File: src/rtl/mux_seq_pkg.sv
// Shared widths, state encodings and scan-direction constants for the mux scan sequencer.
package mux_seq_pkg;

  localparam int unsigned N_CH  = 8;
  localparam int unsigned SEL_W = 3;

  typedef enum logic [1:0] {
    ST_IDLE = 2'b00,
    ST_SCAN = 2'b01,
    ST_FIN  = 2'b10
  } state_t;

  localparam logic DIR_ASC  = 1'b0;
  localparam logic DIR_DESC = 1'b1;

endpackage

File: src/rtl/prio_enc8.sv
// Combinational priority encoder: index of the lowest (dir=0) or highest (dir=1) set request bit.
module prio_enc8
  import mux_seq_pkg::*;
(
  input  logic [N_CH-1:0]  req,
  input  logic             dir,
  output logic [SEL_W-1:0] idx,
  output logic             any_set
);

  // Later matches overwrite earlier ones, so loop order picks the winning end.
  always_comb begin
    idx     = '0;
    any_set = |req;
    if (dir == DIR_ASC) begin
      for (int i = int'(N_CH) - 1; i >= 0; i--) begin
        if (req[i]) idx = SEL_W'(i);
      end
    end else begin
      for (int i = 0; i < int'(N_CH); i++) begin
        if (req[i]) idx = SEL_W'(i);
      end
    end
  end

endmodule

File: src/rtl/mux_scan_sequencer.sv
// Walks the 8:1 mux select lines over the enabled channels and streams the returned bit
// on a valid/ready handshake, pulsing done once per scan.
module mux_scan_sequencer
  import mux_seq_pkg::*;
(
  input  logic             clk,
  input  logic             rst,
  input  logic             start,
  input  logic [N_CH-1:0]  ch_mask,
  input  logic             dir,
  output logic [SEL_W-1:0] mux_sel,
  input  logic             mux_y,
  output logic             bit_out,
  output logic             bit_valid,
  input  logic             bit_ready,
  output logic [SEL_W-1:0] cur_ch,
  output logic             busy,
  output logic             done
);

  state_t            state_q, state_d;
  logic [N_CH-1:0]   pending_q, pending_d;
  logic              dir_q, dir_d;
  logic [SEL_W-1:0]  sel_q, sel_d;
  logic              valid_q, valid_d;
  logic              busy_q, busy_d;
  logic              done_q, done_d;

  logic [N_CH-1:0]   pending_clr;
  logic [N_CH-1:0]   enc_req;
  logic              enc_dir;
  logic [SEL_W-1:0]  enc_idx;
  logic              enc_any;

  // One encoder serves both the first-channel pick (from ch_mask) and the next-channel pick.
  always_comb begin
    pending_clr = pending_q & ~(N_CH'(1) << sel_q);
    if (state_q == ST_IDLE) begin
      enc_req = ch_mask;
      enc_dir = dir;
    end else begin
      enc_req = pending_clr;
      enc_dir = dir_q;
    end
  end

  prio_enc8 u_prio_enc8 (
    .req     (enc_req),
    .dir     (enc_dir),
    .idx     (enc_idx),
    .any_set (enc_any)
  );

  // Next-state and next-output logic.
  always_comb begin
    state_d   = state_q;
    pending_d = pending_q;
    dir_d     = dir_q;
    sel_d     = sel_q;
    valid_d   = valid_q;
    busy_d    = busy_q;
    done_d    = 1'b0;

    case (state_q)
      ST_IDLE: begin
        valid_d = 1'b0;
        busy_d  = 1'b0;
        if (start) begin
          if (enc_any) begin
            pending_d = ch_mask;
            dir_d     = dir;
            sel_d     = enc_idx;
            valid_d   = 1'b1;
            busy_d    = 1'b1;
            state_d   = ST_SCAN;
          end else begin
            done_d  = 1'b1;
            state_d = ST_FIN;
          end
        end
      end

      ST_SCAN: begin
        if (valid_q && bit_ready) begin
          pending_d = pending_clr;
          if (enc_any) begin
            sel_d = enc_idx;
          end else begin
            valid_d = 1'b0;
            busy_d  = 1'b0;
            done_d  = 1'b1;
            state_d = ST_FIN;
          end
        end
      end

      ST_FIN: begin
        valid_d = 1'b0;
        busy_d  = 1'b0;
        state_d = ST_IDLE;
      end

      default: begin
        pending_d = '0;
        sel_d     = '0;
        valid_d   = 1'b0;
        busy_d    = 1'b0;
        state_d   = ST_IDLE;
      end
    endcase
  end

  always_ff @(posedge clk) begin
    if (rst) begin
      state_q   <= ST_IDLE;
      pending_q <= '0;
      dir_q     <= DIR_ASC;
      sel_q     <= '0;
      valid_q   <= 1'b0;
      busy_q    <= 1'b0;
      done_q    <= 1'b0;
    end else begin
      state_q   <= state_d;
      pending_q <= pending_d;
      dir_q     <= dir_d;
      sel_q     <= sel_d;
      valid_q   <= valid_d;
      busy_q    <= busy_d;
      done_q    <= done_d;
    end
  end

  // bit_out is the mux return gated by valid; no added latency on the data path.
  assign bit_out   = mux_y & valid_q;
  assign bit_valid = valid_q;
  assign mux_sel   = sel_q;
  assign cur_ch    = sel_q;
  assign busy      = busy_q;
  assign done      = done_q;

endmodule

File: config.mk
export PLATFORM = sky130hd
export DESIGN_NAME = mux_scan_sequencer
export DESIGN_NICKNAME = d
export VERILOG_FILES = /design/src/rtl/mux_seq_pkg.sv /design/src/rtl/prio_enc8.sv /design/src/rtl/mux_scan_sequencer.sv
export SDC_FILE = /design/constraint.sdc
export NUM_CORES = 1
export LEC_CHECK = 0
export CORE_AREA = 8 8 60 62
export DETAILED_ROUTE_END_ITERATION = 10
export DIE_AREA = 0 0 68 70
export GPL_ROUTABILITY_DRIVEN = 0
export PLACE_DENSITY = 0.79
export SLEW_MARGIN = 20
export SYNTH_ARGS = -nofsm -noshare
export SYNTH_HDL_FRONTEND = slang
export SYNTH_SLANG_ARGS = --single-unit
File: constraint.sdc
create_clock -name clk -period 5.56 [get_ports clk]
set_input_delay 0.834 -clock clk [delete_from_list [all_inputs] [get_ports clk]]
set_output_delay 0.834 -clock clk [all_outputs]
set_load 0.01 [all_outputs]
## Word level (Yosys, flattened, before mapping)

Cells that the tools add are included.

- Bits of input ports: 14
- Word-level logic and storage cells: 65
- Output and inout port bits: 10
- Register bits: 16

- Equality and inequality tests: 6
- Bitwise operators: 4
- Reductions and logical operators: 8
- Multiplexer cells: 40
- Shifts and indexed selects: 1

Operator list:

| kind | count |
|---|---|
| 3-bit two-way mux | 16 |
| 8-bit two-way mux | 4 |
| 8-bit one-hot mux with 3 select lines | 1 |
| 2-bit two-way mux | 6 |
| 1-bit two-way mux | 9 |
| 3-bit one-hot mux with 3 select lines | 1 |
| 3-bit AND reduction | 3 |
| 8-bit bitwise AND | 1 |
| 2-bit inequality test (second input constant) | 4 |
| 8-bit inverter | 1 |
| 8-bit OR reduction | 1 |
| 1-bit by 3-bit << shifter with 8-bit output (first input constant) | 1 |
| 1-bit one-hot mux with 2 select lines | 2 |
| 2-bit one-hot mux with 2 select lines | 1 |
| 4-bit AND reduction | 1 |
| 2-bit by 1-bit == test with 1-bit output (second input constant) | 1 |
| 2-bit == test (second input constant) | 1 |
| 2-bit logical NOT | 1 |
| 2-bit AND reduction | 1 |
| 1-bit bitwise AND | 1 |
| 1-bit logical AND | 1 |
| 1-bit inverter | 1 |

## Depth between registers and ports, before layout

Gate-level depths: netlist of the first run.

- Word-level depth: 16
- Gate-level depth with buffers: 8
- Mapped depth without buffers: 6

## Hierarchy

A second synthesis of the first run with hierarchy kept.

- Cell total of the unflattened synthesis: 141
- Area, all modules: 1074.8 um^2

By module, submodules not included:

| module | area each (um^2) | sequential area each (um^2) | times used | cells an instance |
|---|---|---|---|---|
| mux_scan_sequencer | 944.7 | 320.3 | 1 | 119 |
| prio_enc8 | 130.1 | 0.0 | 1 | 22 |

## Least setup slack after synthesis of the first run

Ideal clock, no wire load.

- Kind: input-to-reg
- Start point: in ch_mask[5]
- End point: reg sel_q[1] (netlist: cur_ch[1])
- Path slack: 3.282 ns
- Setup time: 0.067 ns
- Data required time: 5.493 ns
- Path buffers: 0
- Data arrival time: 2.211 ns
- Stages on the path: 6
- Path through: or4_4 > o31ai_4 > nor2_2 > o41a_1 > nand2b_4 > a21oi_2

- Longest elaborated chain between the ends: 11
- Elaborated cells on any way between the ends: 16
- Those cells by class: 15 x mux; 1 x reduce/logical

Ends and longest elaborated chain:

| element | RTL line | text |
|---|---|---|
| start, declared | mux_scan_sequencer.sv:9 | `input logic [N_CH-1:0] ch_mask,` |
| 8-bit two-way mux (*) | mux_scan_sequencer.sv:38 | `if (state_q == ST_IDLE) begin` |
| 3-bit two-way mux (6 in series) | prio_enc8.sv:17 | `if (req[i]) idx = SEL_W'(i);` |
| 3-bit two-way mux | prio_enc8.sv:15 | `if (dir == DIR_ASC) begin` |
| 3-bit two-way mux (*) | mux_scan_sequencer.sv:69, mux_scan_sequencer.sv:86 |  |
| 3-bit two-way mux (on tied branches) | mux_scan_sequencer.sv:84, mux_scan_sequencer.sv:68 |  |
| 3-bit one-hot mux with 3 select lines (*) | mux_scan_sequencer.sv:64 | `case (state_q)` |
| end signal, assigned | mux_scan_sequencer.sv:126 | `sel_q <= sel_d;` |
| end, declared | mux_scan_sequencer.sv:24 | `logic [SEL_W-1:0] sel_q, sel_d;` |

Mark *: on every way between the ends. The rest lies on a longest branch, timed or not. The select of a mux whose other input is x is not followed.
A chain may end at the register's enable or synchronous reset.

## Final worst setup path of the first run

- Start point: in mux_y
- End point: out bit_out

- Longest elaborated chain between the ends: 1

Ends and longest elaborated chain:

| element | RTL line | text |
|---|---|---|
| start, declared | mux_scan_sequencer.sv:12 | `input logic mux_y,` |
| 1-bit bitwise AND | mux_scan_sequencer.sv:134 | `assign bit_out = mux_y & valid_q;` |
| end, declared | mux_scan_sequencer.sv:13 | `output logic bit_out,` |

Every way passes these cells.

==> impl_summary.txt, run 1 <==
----------------------------------------------------
[Layout]
  Share of layout cells above drive strength 1 ... 9.64%
  Count of antenna diodes in the layout ... 0
  Final Core Density ... between 60% and 70%
  Post-Layout Cell Count ... 228
  Most common cell after layout, fill and taps aside ... sky130_fd_sc_hd__clkdlybuf4s50_1
  Number of nets in the finished design ... roughly 210
  Fill count ... around 250
  Layout overhead on the synthesized area ... 15.2%
  Design area ... ~1600 µm²
  Most used cells in the layout excluding fill and tap cells ... sky130_fd_sc_hd__clkdlybuf4s50_1, sky130_fd_sc_hd__nand2_1, sky130_fd_sc_hd__dfxtp_1

[Clocking]
  Maximum clock path buffer count ... 2
  CTS tree ... built
  Number of clock sinks ... 16
  Deepest level of the CTS H-tree ... 1
  Hold buffer count at cts ... 0
  Number of buffers created by CTS ... 3
  Clock latency reported for the late side of the worst-skew pair ... about 310 ps
  Post-CTS Repair Setup Buffers ... 0
  Clock-pin slew on the worst setup and hold paths ... ~110 ps
  Resize count post-CTS ... 0
  Clock tree root buffer cell ... sky130_fd_sc_hd__clkbuf_4

[Route]
  Via density per instance ... between 6 and 7
  Wire length after detailed routing ... about 4.0 mm
  Antenna Nets Post-Route ... 0
  Vias post-DR ... between 1000 and 1500
  TritonRoute pass-1 iters ... 4
  Number of design-rule violations left by the first detailed-router iteration ... between 100 and 150
  Routed len/inst ... around 18 µm
  Number of DRC violations after detailed routing ... 0

[Placed design]
  Post-place setup slack ... 2660 ps
  Count of placed standard cells including taps ... about 220
  Area after detailed placement ... 1610 µm²
  Count of buffers inserted at the top-level ports ... 23
  Estimated wirelength of the detail-placed design ... 2.93 mm

[STA]
  Crit share post-route ... between 40% and 50%
  Total of endpoints with negative setup slack in the final report ... 0
  Worst-Margin Slew ... 966 ps
  Min setup slack post-route ... 2800 ps
  Slew HR ... roughly 35%
  Final count of pins violating max slew ... 0
  Peak clock frequency supported by timing ... approximately 360 MHz
  Min Clock Period, post-route ... ~2800 ps
  Worst Hold Margin ... 536 ps
  RSZ-0062 raised after global routing ... no
  Worst-case clock skew ... 6.44 ps
  Setup_tns ... 0 ps
  Number of failing hold endpoints at the final stage ... 0

[Critical path]
  CP Capture Type ... primary output
  Critical-path cell list ... clkdlybuf4s50_1, and2_1, clkdlybuf4s50_1
  Maximum single-stage delay on the critical path ... around 530 ps
  Required time of the critical path ... ~4700 ps
  CP delay by family, top ... buffers and inverters
  Most used cell along the critical path ... sky130_fd_sc_hd__clkdlybuf4s50_1
  Biggest fanout along the worst timing path ... 1
  Origin of the critical flop-to-flop path ... state_q[0]
  Launching instance or port of the critical path ... mux_y
  Worst path slowest cell ... sky130_fd_sc_hd__clkdlybuf4s50_1
  Arrival time of the worst setup path ... roughly 1900 ps
  Critical Path Start Type ... input port
  Buffers and inverters on the worst path ... 2
  Class of the most critical setup path ... input port to primary output

[Power]
  Clock power frac ... about 23%
  PwrDens ... between 200 and 250 nW/µm²
  Tot Pwr ... between 300 and 400 µW
  Switching power as a share of total power ... between 30% and 40%
  Leakage ... about 0.59 nW
  Cell internal power dissipation ... 233 µW
  Max IR drop VDD ... between 150 and 200 µV
  Logic gate share of total power ... between 30% and 40%
  Sequential share of power ... about 41%
  Psw ... approximately 150 µW

[Floorplan]
  Boundary Pins ... 24
  Starting Density ... between 50% and 60%
  Std cell rows ... 19
  Area of the die ... approximately 4800 µm²
  Chip width ... between 60 and 70 µm
  Placeable core area ... ~2700 µm²
  Chip Height ... 70 µm

[Yosys]
  Async set-reset flop share out of synthesis ... 0%
  Most frequently used flop master after synthesis ... sky130_fd_sc_hd__dfxtp_1
  Dominant combinational cell family by area after synthesis ... simple AND/OR/NAND/NOR gates
  Post-synthesis xor/xnor area fraction ... 0%
  Share of synthesized cell area in and, or, nand and nor gates ... between 30% and 40%
  Cell type contributing the most total cell area after synthesis ... sky130_fd_sc_hd__dfxtp_1
  Combined area of all synthesized cells ... roughly 1400 µm²
  Adder-cell area share of the yosys netlist ... 0%
  Area share of the leading cell type in the synthesized netlist ... between 20% and 30%
  Ys Warns ... 0
  Mean instance size in the synthesized netlist ... between 7 and 8 µm²
  Post-synthesis cell type count ... 53
  Synthesis-stage register bit count ... 16
  Post-synthesis sequential area ratio ... between 20% and 30%
  Area contributors post-synth ... sky130_fd_sc_hd__dfxtp_1, sky130_fd_sc_hd__mux2i_1, sky130_fd_sc_hd__nand2_1, sky130_fd_sc_hd__nand2b_1, sky130_fd_sc_hd__o21ai_0
  Multiplexer fraction of the synthesized cell area ... between 10% and 20%
  EDFF count, synth ... 0
  Synthesized net count ... 200
  Complex-gate fraction of the synthesized area ... a little over a quarter
  Cells after synthesis ... roughly 190

[GRT]
  Total Routing Usage GR ... roughly 18%
  Maximum number of pins on one net before global-route repair ... 27
  Global-route wire length before repair ... between 6 and 7 mm
  Vias in the first global route ... roughly 1400
  Initial antenna violation count ... 0
  GRT overflow ... 0

[Flow run]
  Maxcap violations ... 0

[Run status]
  Outcome ... finished, final reports clean

[Min path]
  Hold wc startpoint ... pending_q[1]
  Hold Path Class ... flop to flop

----------------------------------------------------
## state kept, by name, summed over array words and instances (netlist names)
name / cells
pending_q: 8
cur_ch: 3
state_q: 2
busy: 1
dir_q: 1
done: 1
## cells by family (layout without fill, tap and decap cells)
logic type / after synthesis / count (layout)
simple gates: 79 / 79
compound gates: 53 / 53
buf+inv: 24 / 35
flops: 16 / 16
mux: 14 / 14
## Yosys cell counts, types with 2 or more instances
cell type / number
sky130_fd_sc_hd__o21ai_1: 6
sky130_fd_sc_hd__mux2i_1: 10
sky130_fd_sc_hd__and3_1: 3
sky130_fd_sc_hd__o22ai_1: 3
sky130_fd_sc_hd__o21ai_0: 11
sky130_fd_sc_hd__buf_2: 5
sky130_fd_sc_hd__o211ai_1: 3
sky130_fd_sc_hd__nand3b_1: 3
sky130_fd_sc_hd__a311oi_1: 2
sky130_fd_sc_hd__buf_4: 4
sky130_fd_sc_hd__a21o_1: 2
sky130_fd_sc_hd__a21oi_2: 2
sky130_fd_sc_hd__nand2b_4: 2
sky130_fd_sc_hd__a31o_1: 2
sky130_fd_sc_hd__dfxtp_1: 16
sky130_fd_sc_hd__and2_1: 2
sky130_fd_sc_hd__nand2b_1: 13
sky130_fd_sc_hd__nand4_1: 4
sky130_fd_sc_hd__inv_1: 8
sky130_fd_sc_hd__mux2_2: 3
sky130_fd_sc_hd__o41ai_1: 2
sky130_fd_sc_hd__nor3_1: 5
sky130_fd_sc_hd__nor4_1: 2
sky130_fd_sc_hd__nor2_1: 10
sky130_fd_sc_hd__o21a_1: 2
sky130_fd_sc_hd__a21oi_1: 4
sky130_fd_sc_hd__a21boi_0: 2
sky130_fd_sc_hd__nor2_2: 2
sky130_fd_sc_hd__o211a_1: 2
sky130_fd_sc_hd__nand2_1: 22
sky130_fd_sc_hd__clkbuf_1: 6
sky130_fd_sc_hd__nor2b_1: 2
## power groups by stage
stage	clock network, mW	logic, mW	registers [mW]
2_1_floorplan	0	0.114	0.138
3_3_place_gp	0	0.135	0.154
3_5_place_dp	0	0.138	0.155
4_1_cts	0.0860	0.139	0.153
5_1_grt	0.0902	0.151	0.157
6_report	0.0861	0.139	0.154
## worst min-delay path, cell delays in order (launching register included)
cell	delay, ps
sky130_fd_sc_hd__dfxtp_1	360
sky130_fd_sc_hd__nand2b_1	80
sky130_fd_sc_hd__mux2i_1	60
## layout make-up
type | instances | area (µm²) | area share (%)
Clock buffer | 4 | 36.3 | 2.21
Tap cell | 31 | 38.8 | 2.36
Multi-Input combinational cell | 146 | 988 | 60.1
Inverter | 8 | 30.0 | 1.83
Sequential cell | 16 | 320 | 19.5
Timing Repair Buffer | 23 | 230 | 14.0
## worst paths after layout
check	to	slack, ps	cells after the start
max	bit_out	2800	3
max reg2reg	pending_q[0]	2910	6
min	pending_q[1]	540	2
min reg2reg	pending_q[1]	540	2
## metal layers
metal	vias to the layer above	global-route usage [%]	part of all wire, %
li1	697	-	-
met1	637	23.2	43
met2	69	27.7	47
met3	11	2.23	7.1
met4	0	7.29	2.9
met5	-	0	0
No activity file was read; power rests on OpenSTA's default activity.
==> run 2: changes to the inputs <==
Settings changed: CORE_AREA 8 8 60 62 to 8 8 61 63, DIE_AREA 0 0 68 70 to 0 0 69 71, PLACE_DENSITY 0.79 to 0.76.
Clock period 5.56 ns to 2.9 ns, I/O delays scaled along.
==> impl_summary.txt, run 2 (synthesized netlist as in run 1, its figures left out) <==
----------------------------------------------------
[Route]
  TritonRoute pass-1 iters ... 4 (unchanged)
  Vias post-DR ... 1487 (+5.2%)
  Number of DRC violations after detailed routing ... 0 (unchanged)
  Wire length after detailed routing ... 4.07 mm (+2.1%)
  Routed len/inst ... 17.5 µm (-0.11%)
  Number of design-rule violations left by the first detailed-router iteration ... 112 (-8.2%)
  Antenna Nets Post-Route ... 0 (unchanged)
  Via density per instance ... 6.38 (+2.9%)

[Power]
  Sequential share of power ... 39.1% (-1.4 points)
  PwrDens ... 441 nW/µm² (+91%)
  Cell internal power dissipation ... 451 µW (+94%)
  Tot Pwr ... 736 µW (+94%)
  Max IR drop VDD ... 233 µV (+42%)
  Leakage ... 0.604 nW (+2.6%)
  Psw ... 285 µW (+94%)
  Clock power frac ... 22.2% (-0.5 points)
  Logic gate share of total power ... 38.7% (+1.9 points)
  Switching power as a share of total power ... 38.7% (+0.085 points)

[STA]
  Number of failing hold endpoints at the final stage ... 0 (unchanged)
  Min Clock Period, post-route ... around 2400 ps
  Setup_tns ... 0 ps (unchanged)
  Peak clock frequency supported by timing ... around 410 MHz
  RSZ-0062 raised after global routing ... no
  Final count of pins violating max slew ... 0 (unchanged)
  Slew HR ... 60.8% (+25 points)
  Total of endpoints with negative setup slack in the final report ... 0 (unchanged)
  Worst-case clock skew ... 20.9 ps (+14.5 ps)
  Worst Hold Margin ... 537 ps (+1.69 ps)
  Crit share post-route ... ~84%
  Worst-Margin Slew ... 587 ps (-379 ps)

[Run status]
  Outcome ... finished, final reports clean

[Clocking]
  Clock latency reported for the late side of the worst-skew pair ... 310 ps (about the same)
  Hold buffer count at cts ... 0 (unchanged)
  Deepest level of the CTS H-tree ... 1 (unchanged)
  Post-CTS Repair Setup Buffers ... 0 (unchanged)
  Number of clock sinks ... 16 (unchanged)
  CTS tree ... built
  Clock tree root buffer cell ... sky130_fd_sc_hd__clkbuf_4
  Maximum clock path buffer count ... 2 (unchanged)
  Number of buffers created by CTS ... 3 (unchanged)
  Clock-pin slew on the worst setup and hold paths ... 130 ps (+20 ps)
  Resize count post-CTS ... 0 (unchanged)

[Critical path]
  Worst path slowest cell ... sky130_fd_sc_hd__dfxtp_1
  Biggest fanout along the worst timing path ... 14 (+13)
  CP Capture Type ... flop
  Maximum single-stage delay on the critical path ... 670 ps (+140 ps)
  Required time of the critical path ... 3140 ps (-1590 ps)
  Critical-path cell list ... or2_1, o31ai_1, o21ai_1, nor3_4, o21ai_4, mux2i_1
  Critical Path Start Type ... flop
  Class of the most critical setup path ... flop to flop
  Arrival time of the worst setup path ... 2690 ps (+760 ps)

[Floorplan]
  Boundary Pins ... 24 (unchanged)
  Chip Height ... 71 µm (+1.4%)
  Chip width ... 69 µm (+1.5%)
  Placeable core area ... 2850 µm² (+7.1%)
  Std cell rows ... 20 (+1)
  Area of the die ... 4900 µm² (+2.9%)
  Starting Density ... 50.0% (-3.6 points)

[GRT]
  Total Routing Usage GR ... 16.0% (-1.6 points)
  Vias in the first global route ... 1440 (+6.0%)
  Global-route wire length before repair ... 6.69 mm (about the same)
  GRT overflow ... 0 (unchanged)
  Initial antenna violation count ... 0 (unchanged)
  Maximum number of pins on one net before global-route repair ... 16 (-41%)

[Layout]
  Most common cell after layout, fill and taps aside ... sky130_fd_sc_hd__clkdlybuf4s50_1
  Most used cells in the layout excluding fill and tap cells ... sky130_fd_sc_hd__clkdlybuf4s50_1, sky130_fd_sc_hd__nand2_1, sky130_fd_sc_hd__dfxtp_1
  Fill count ... 279 (+13%)
  Post-Layout Cell Count ... 233 (+2.2%)
  Top reg by flops ... pending_q
  Flip-flop count of the largest register, all copies and words added ... 8 (unchanged)
  Count of antenna diodes in the layout ... 0 (unchanged)
  Multi-input gate area ... 988 µm² (unchanged)
  Number of nets in the finished design ... 215 (+1.4%)
  Footprint of the flip-flops and latches ... 320 µm² (unchanged)
  Share of layout cells above drive strength 1 ... 11.0% (+1.4 points)
  Layout overhead on the synthesized area ... 16.9%

[Flow run]
  Maxcap violations ... 0 (unchanged)

[Placed design]
  Count of buffers inserted at the top-level ports ... 23 (unchanged)
  Count of placed standard cells including taps ... 229 (+2.2%)
  Estimated wirelength of the detail-placed design ... 3.02 mm (+3.1%)

[Min path]
  Hold Path Class ... flop to flop

----------------------------------------------------
[run 2: power by group through the flow]
stage          clock, mW  combinational, mW  sequential, mW
2_1_floorplan          0              0.219           0.265
3_3_place_gp           0              0.272           0.288
3_5_place_dp           0              0.279           0.290
4_1_cts            0.167              0.281           0.285
5_1_grt            0.173              0.306           0.291
6_report           0.163              0.284           0.288
[run 2: final timing paths]
check,start,to,slack (ps),depth (start not counted)
setup / recovery,state_q[0],pending_q[2],450,6
hold / removal,pending_q[7],pending_q[7],540,2
setup reg to reg,state_q[0],pending_q[2],450,6
hold reg to reg,pending_q[7],pending_q[7],540,2
[run 2: metal layers]
metal / global-route usage, % / vias to the layer above / part of all wire, %
met5: 0 / - / 0
li1: - / 704 / -
met2: 27.2 / 72 / 48
met4: 6.61 / 0 / 2.4
met3: 4.48 / 14 / 8.5
met1: 18.4 / 697 / 41
[run 2: metrics by stage]
stage                     utilization, %  setup WS, ps  area [µm²]
after CTS                           58.5           525        1670
after detailed placement            57.2           410        1630
after global placement              57.2           442        1630
final                               58.5           454        1670
after floorplan                        -           891        1430
after global routing                58.5           330        1670
[run 2: layout make-up]
| cell class | count | share of cell area [%] |
|---|---|---|
| Sequential cell | 16 | 19.2 |
| Tap cell | 33 | 2.47 |
| Timing Repair Buffer | 26 | 15.1 |
| Clock buffer | 4 | 2.17 |
| Multi-Input combinational cell | 146 | 59.2 |
| Inverter | 8 | 1.80 |
[run 2: worst max-delay path: cells and delay by family (launching register included)]
kind	cells	cell delay (ps)
AOI/OAI and AO/OA	3	990
muxes	1	260
DFF	1	670
and+or+nand+nor	2	470
